### src/rtl/commutativity_scan_engine.sv
// Sequenced scan over the stabilizer shift-register array: measure (pivot replace / row multiply),
// Toffoli phase toggle, and external row load, one row per cycle.
module commutativity_scan_engine #(
    parameter int num_qubit  = 3,
    parameter int max_vector = 2**num_qubit,
    parameter int COL_W      = (num_qubit > 1) ? $clog2(num_qubit) : 1,
    parameter int CNT_W      = $clog2(num_qubit + 1)
) (
    input  logic                   clk,
    input  logic                   rst_anticommute,
    input  logic                   start,
    input  logic [1:0]             mode,
    input  logic                   obs_sel,
    input  logic [COL_W-1:0]       col_sel,
    input  logic [2*num_qubit-1:0] literals_shift_out,
    input  logic [max_vector-1:0]  phase_shift_out,
    input  logic [2*num_qubit-1:0] literals_in,
    input  logic [max_vector-1:0]  phase_in,
    input  logic [max_vector-1:0]  flag_nonstabilizer_update,
    output logic [2*num_qubit-1:0] literals_shift_in,
    output logic [max_vector-1:0]  phase_shift_in,
    output logic                   shift_en,
    output logic                   busy,
    output logic                   done,
    output logic                   flag_anticommute,
    output logic [CNT_W-1:0]       anticommute_count,
    output logic [COL_W-1:0]       pivot_index,
    output logic                   deterministic,
    output logic [2*num_qubit-1:0] literals_anticommute,
    output logic [max_vector-1:0]  phase_anticommute
);

    typedef enum logic [1:0] {S_IDLE, S_SCAN, S_DONE} state_t;

    state_t                 r_state, w_state_next;
    logic [1:0]             r_mode;
    logic                   r_obs;
    logic [COL_W-1:0]       r_col;
    logic [COL_W-1:0]       r_row_cnt;
    logic [CNT_W-1:0]       r_count;
    logic                   r_flag;
    logic [COL_W-1:0]       r_pivot_index;
    logic [2*num_qubit-1:0] r_piv_lit;
    logic [max_vector-1:0]  r_piv_phase;

    logic                   w_start_ok;
    logic [1:0]             w_head_lit;
    logic                   w_anti;
    logic [2*num_qubit-1:0] w_basis;
    logic [2*num_qubit-1:0] w_prod_lit;
    logic [1:0]             w_sum;
    logic [max_vector-1:0]  w_prod_phase;

    // i-power (mod 4) contributed by one column when the pivot literal p left-multiplies target t.
    function automatic logic [1:0] g_term(input logic [1:0] p, input logic [1:0] t);
        logic [1:0] g;
        g = 2'd0;
        case (p)
            2'd3: g = (t == 2'd1) ? 2'd1 : ((t == 2'd2) ? 2'd3 : 2'd0);
            2'd2: g = (t == 2'd1) ? 2'd3 : ((t == 2'd3) ? 2'd1 : 2'd0);
            2'd1: g = (t == 2'd2) ? 2'd1 : ((t == 2'd3) ? 2'd3 : 2'd0);
            default: g = 2'd0;
        endcase
        return g;
    endfunction

    assign w_start_ok = start && (mode != 2'd3);
    assign w_head_lit = literals_shift_out[2*r_col +: 2];
    assign w_anti     = (r_state == S_SCAN) && (r_mode == 2'd0) &&
                        (r_obs ? w_head_lit[0] : w_head_lit[1]);
    assign w_prod_lit = literals_shift_out ^ r_piv_lit;

    // NOTE: every always_comb output gets a default first so no path leaves it unassigned (no latch).
    always_comb begin
        w_basis = '0;
        w_basis[2*r_col +: 2] = r_obs ? 2'd2 : 2'd1;
        w_sum = 2'd0;
        for (int c = 0; c < num_qubit; c++)
            w_sum = w_sum + g_term(r_piv_lit[2*c +: 2], literals_shift_out[2*c +: 2]);
        w_prod_phase = phase_shift_out ^ r_piv_phase ^ {max_vector{w_sum[1]}};
    end

    always_comb begin
        w_state_next      = r_state;
        shift_en          = 1'b0;
        busy              = 1'b0;
        done              = 1'b0;
        deterministic     = 1'b0;
        literals_shift_in = literals_shift_out;
        phase_shift_in    = phase_shift_out;
        case (r_state)
            S_IDLE: if (w_start_ok) w_state_next = S_SCAN;
            S_SCAN: begin
                busy     = 1'b1;
                shift_en = 1'b1;
                if (r_row_cnt == COL_W'(num_qubit - 1)) w_state_next = S_DONE;
                case (r_mode)
                    2'd0: if (w_anti) begin
                        if (!r_flag) begin
                            literals_shift_in = w_basis;
                        end else begin
                            literals_shift_in = w_prod_lit;
                            phase_shift_in    = w_prod_phase;
                        end
                    end
                    2'd1: phase_shift_in = phase_shift_out ^ flag_nonstabilizer_update;
                    2'd2: begin
                        literals_shift_in = literals_in;
                        phase_shift_in    = phase_in;
                    end
                    default: ;
                endcase
            end
            S_DONE: begin
                busy          = 1'b1;
                done          = 1'b1;
                deterministic = (r_mode == 2'd0) && (r_count == '0);
                w_state_next  = S_IDLE;
            end
            default: w_state_next = S_IDLE;
        endcase
    end

    // NOTE: sequential state uses non-blocking assignments so all registers update from pre-edge values.
    always_ff @(posedge clk or posedge rst_anticommute) begin
        if (rst_anticommute) begin
            r_state       <= S_IDLE;
            r_mode        <= 2'd0;
            r_obs         <= 1'b0;
            r_col         <= '0;
            r_row_cnt     <= '0;
            r_count       <= '0;
            r_flag        <= 1'b0;
            r_pivot_index <= '0;
            r_piv_lit     <= '0;
            r_piv_phase   <= '0;
        end else begin
            r_state <= w_state_next;
            if (r_state == S_IDLE && w_start_ok) begin
                r_mode        <= mode;
                r_obs         <= obs_sel;
                r_col         <= (int'(col_sel) < num_qubit) ? col_sel : '0;
                r_row_cnt     <= '0;
                r_count       <= '0;
                r_flag        <= 1'b0;
                r_pivot_index <= '0;
                r_piv_lit     <= '0;
                r_piv_phase   <= '0;
            end else if (r_state == S_SCAN) begin
                r_row_cnt <= r_row_cnt + COL_W'(1);
                if (w_anti) begin
                    if (r_count != CNT_W'(num_qubit)) r_count <= r_count + CNT_W'(1);
                    // The original anticommuting row is kept as the multiplier for later rows.
                    if (!r_flag) begin
                        r_flag        <= 1'b1;
                        r_pivot_index <= r_row_cnt;
                        r_piv_lit     <= literals_shift_out;
                        r_piv_phase   <= phase_shift_out;
                    end
                end
            end
        end
    end

    assign flag_anticommute     = r_flag;
    assign anticommute_count    = r_count;
    assign pivot_index          = r_pivot_index;
    assign literals_anticommute = r_piv_lit;
    assign phase_anticommute    = r_piv_phase;

endmodule

### config.mk
export PLATFORM = sky130hd
export DESIGN_NAME = commutativity_scan_engine
export DESIGN_NICKNAME = d
export VERILOG_FILES = /design/src/rtl/commutativity_scan_engine.sv
export SDC_FILE = /design/constraint.sdc
export NUM_CORES = 1
export LEC_CHECK = 0
export ABC_AREA = 0
export BUFFER_PORTS_ARGS = -buffer_cell sky130_fd_sc_hd__buf_2
export CAP_MARGIN = 30
export CORE_AREA = 4 4 78 80
export DETAILED_ROUTE_END_ITERATION = 8
export DIE_AREA = 0 0 82 84
export PLACE_DENSITY = 0.82
export SLEW_MARGIN = 10
export SYNTH_ARGS = -nofsm -noshare
export SYNTH_HDL_FRONTEND = slang
export SYNTH_SLANG_ARGS = --single-unit
### constraint.sdc
create_clock -name clk -period 4.2 [get_ports clk]
set_input_delay 0.21 -clock clk [delete_from_list [all_inputs] [get_ports clk]]
set_output_delay 0.21 -clock clk [all_outputs]
set_load 0.03 [all_outputs]
==> flow_summary.json <==
{
  "synth_xor_area_share_pct": 3.36,
  "synthTopCellsByArea": "dfrtp_1, ha_1, a21oi_1",
  "die-area_um2": 6890,
  "grt_setup_unrepaired": "no",
  "cts_tree": "done",
  "fin_crit_ns": 3.41,
  "synthesis.area_um2": 3020,
  "fin_setup_tns_ns": 0,
  "port_buffers": 80,
  "hold_viol": 0,
  "fmax_mhz": 293,
  "avgSynthCellArea_um2": 7.54,
  "synthSimpleGateAreaFrac_pct": 16.7,
  "slowest_delay_ns": 0.58,
  "clock-sinks": 28,
  "start_util_pct": 55.8,
  "status": "finished clean",
  "drt_pass1_iterations": 4,
  "setup_viol": 0,
  "clockBufferDepth": 2,
  "synth_top_family_by_area": "compound AO/OA/AOI/OAI gates",
  "place_hpwl_um": 5760,
  "critPathArrivalTime_ns": 3.20,
  "place_ws_ns": 1.02,
  "clk_pin_slew_worst_paths_ns": 0.10,
  "antenna_found_initial": 0,
  "p_per_area_nw_per_um2": 657,
  "r2r_end": "pivot_index[1]",
  "drc": 0,
  "via_count": 3080,
  "slew_headroom_pct": 42.8,
  "grt_overflow": 0,
  "io_pins": 81,
  "reg2reg_setup_slack_ns": 1.39,
  "reg2reg_from": "r_mode[0]",
  "syn2layout_area_growth_pct": 14.6,
  "ir_drop_v": 0.000388,
  "vias_per_cell": 5.84,
  "synth_top_area_share_pct": 23.2,
  "post-synth-top-count-cell": "nor2_1",
  "gp_congestion": 0.873,
  "holdPathStages": 3,
  "grt_max_degree": 43,
  "cts_root_buffer": "clkbuf_8",
  "layout_setup_ws_ns": 0.789,
  "ant_nets": 0,
  "cap_violations": 0,
  "grt_pass1_vias": 2755,
  "die_h_um": 84,
  "wl_per_cell_um": 15.2,
  "ys_types": 45,
  "rows": 27,
  "track_usage_pct": 23.7,
  "final_nets": 526,
  "clock_latency_ns": 0.28,
  "antenna_cells": 0,
  "power_leakage_uw": 0.00168,
  "synth-async-reset-ratio_pct": 100,
  "cp_cell_sequence": "o21a_1 > nor2_1 > a311oi_1 > ha_1 > a31oi_4 > xnor3_1 > mux2i_1 > mux2_1 > buf_2",
  "synth_seq_area_share_pct": 23.2,
  "crit_path_top_delay_cell": "xnor3_1",
  "crit_path_end_kind": "output port",
  "critical_path.startpoint_type": "register",
  "path_class": "register to output port",
  "core-area_um2": 5410,
  "synth_compound_area_share_pct": 25.8,
  "cts_buffers": 3,
  "critical_path.max_fanout": 8,
  "synth-edff-count": 0,
  "yosys_warnings": 0,
  "reg2regPathDepth": 6,
  "synth.top_cells.by_count": "nor2_1, a21oi_1, o21ai_0",
  "synth_ff_type": "dfrtp_1",
  "first_iter_violations": 178,
  "endpoint": "phase_shift_in[2]",
  "yosysTopAreaCell": "dfrtp_1",
  "hold_class": "input pin to register",
  "syn_nets": 470,
  "synth_mux_area_share_pct": 11.1,
  "cp.required_ns": 3.99,
  "cts_max_level": 1,
  "drive_gt1_share_pct": 20.9,
  "worstMarginPinSlew_ns": 0.858,
  "post-route-period-util_pct": 81.2,
  "synthAdderAreaFrac_pct": 10.8,
  "routed_wl_um": 8020,
  "crit_start": "literals_anticommute[3]",
  "synthCells": 400,
  "final_max_slew_viol_count": 0,
  "ys_ff_latch": 28,
  "grt_pass1_wl_um": 13200,
  "finClkSkew_ns": 0.00160,
  "die_w_um": 82
}
-- cell usage in the layout, fill, tap and decap left out, types with 21 or more instances in the layout --
cell	instances
buf_2	80
mux2i_1	21
nor2_1	56
o21ai_0	45
dfrtp_1	28
ha_1	26
nand2_1	39
inv_1	23
a21oi_1	45
-- through the flow --
step | instance area (µm²) | power [µW] | cells | hold slack (ns) | utilization [%]
floorplan | 3020 | 1710 | 400 | 0.275 | -
global placement | 3340 | 1990 | 520 | 0.406 | 61.7
detailed placement | 3360 | 2040 | 521 | 0.276 | 62.2
CTS | 3440 | 2260 | 526 | 0.127 | 63.7
global route | 3460 | 2450 | 527 | 0.131 | 63.9
finish | 3460 | 2270 | 527 | 0.130 | 63.9
-- critical path: cells and delay by family, from the launching register on --
kind                       cells  cell delay (ns)
buffers and inverters          1             0.18
DFF                            1             0.52
AOI/OAI and AO/OA              3             0.64
xor gates and xnor gates       1             0.58
adders and majority gates      1             0.33
muxes                          2             0.62
and+or+nand+nor                1             0.04
-- kinds of logic after synthesis --
family	after synthesis
buf+inv	57
compound gates	133
fa+ha+maj	26
flops	28
simple gates	115
xor+xnor	10
mux	31
-- per-layer routing --
layer	part of all wire (%)	vias up	wire length [µm]	GRT usage (%)
met5	0	-	0	0
met4	0.90	0	72	6.19
met3	8.1	7	651	2.38
met2	48	148	3870	39.2
met1	43	1428	3430	32.3
li1	-	1497	-	-
-- flip-flops by register name, summed over array words and instances (netlist names) --
register,flops
r_col,2
r_obs,1
r_mode,2
flag_anticommute,1
r_row_cnt,2
literals_anticommute,6
phase_anticommute,8
anticommute_count,2
r_state,2
pivot_index,2
-- final cells by class --
cell class	instances	area [µm²]
Tap cell	72	90.1
Multi-Input combinational cell	315	2040
Fill cell	481	1950
Inverter	23	86.3
Timing Repair Buffer	85	464
Clock buffer	3	41.3
Sequential cell	28	701
Clock inverter	1	30.0
-- how the worst min path moves through the flow --
| stage | startpoint | endpoint | slack [ns] |
|---|---|---|---|
| after floorplan | rst_anticommute | anticommute_count[0] | 0.28 |
| after global placement | obs_sel | r_obs | 0.41 |
| after detailed placement | rst_anticommute | r_row_cnt[0] | 0.28 |
| after CTS | obs_sel | r_obs | 0.13 |
| after global routing | obs_sel | r_obs | 0.13 |
| final | obs_sel | r_obs | 0.13 |
-- power by group --
group	internal, µW	switching (µW)	total [µW]
clock	128	89.5	217
sequential	378	199	577
combinational	528	947	1470
-- what timing repair did --
item,4_1_cts,5_1_grt
hold endpoints to repair,11,0
setup buffers,0,0
setup endpoints to repair,0,0
hold buffers,1,0
gates resized for setup,0,0
No activity file was read; power rests on OpenSTA's default activity.
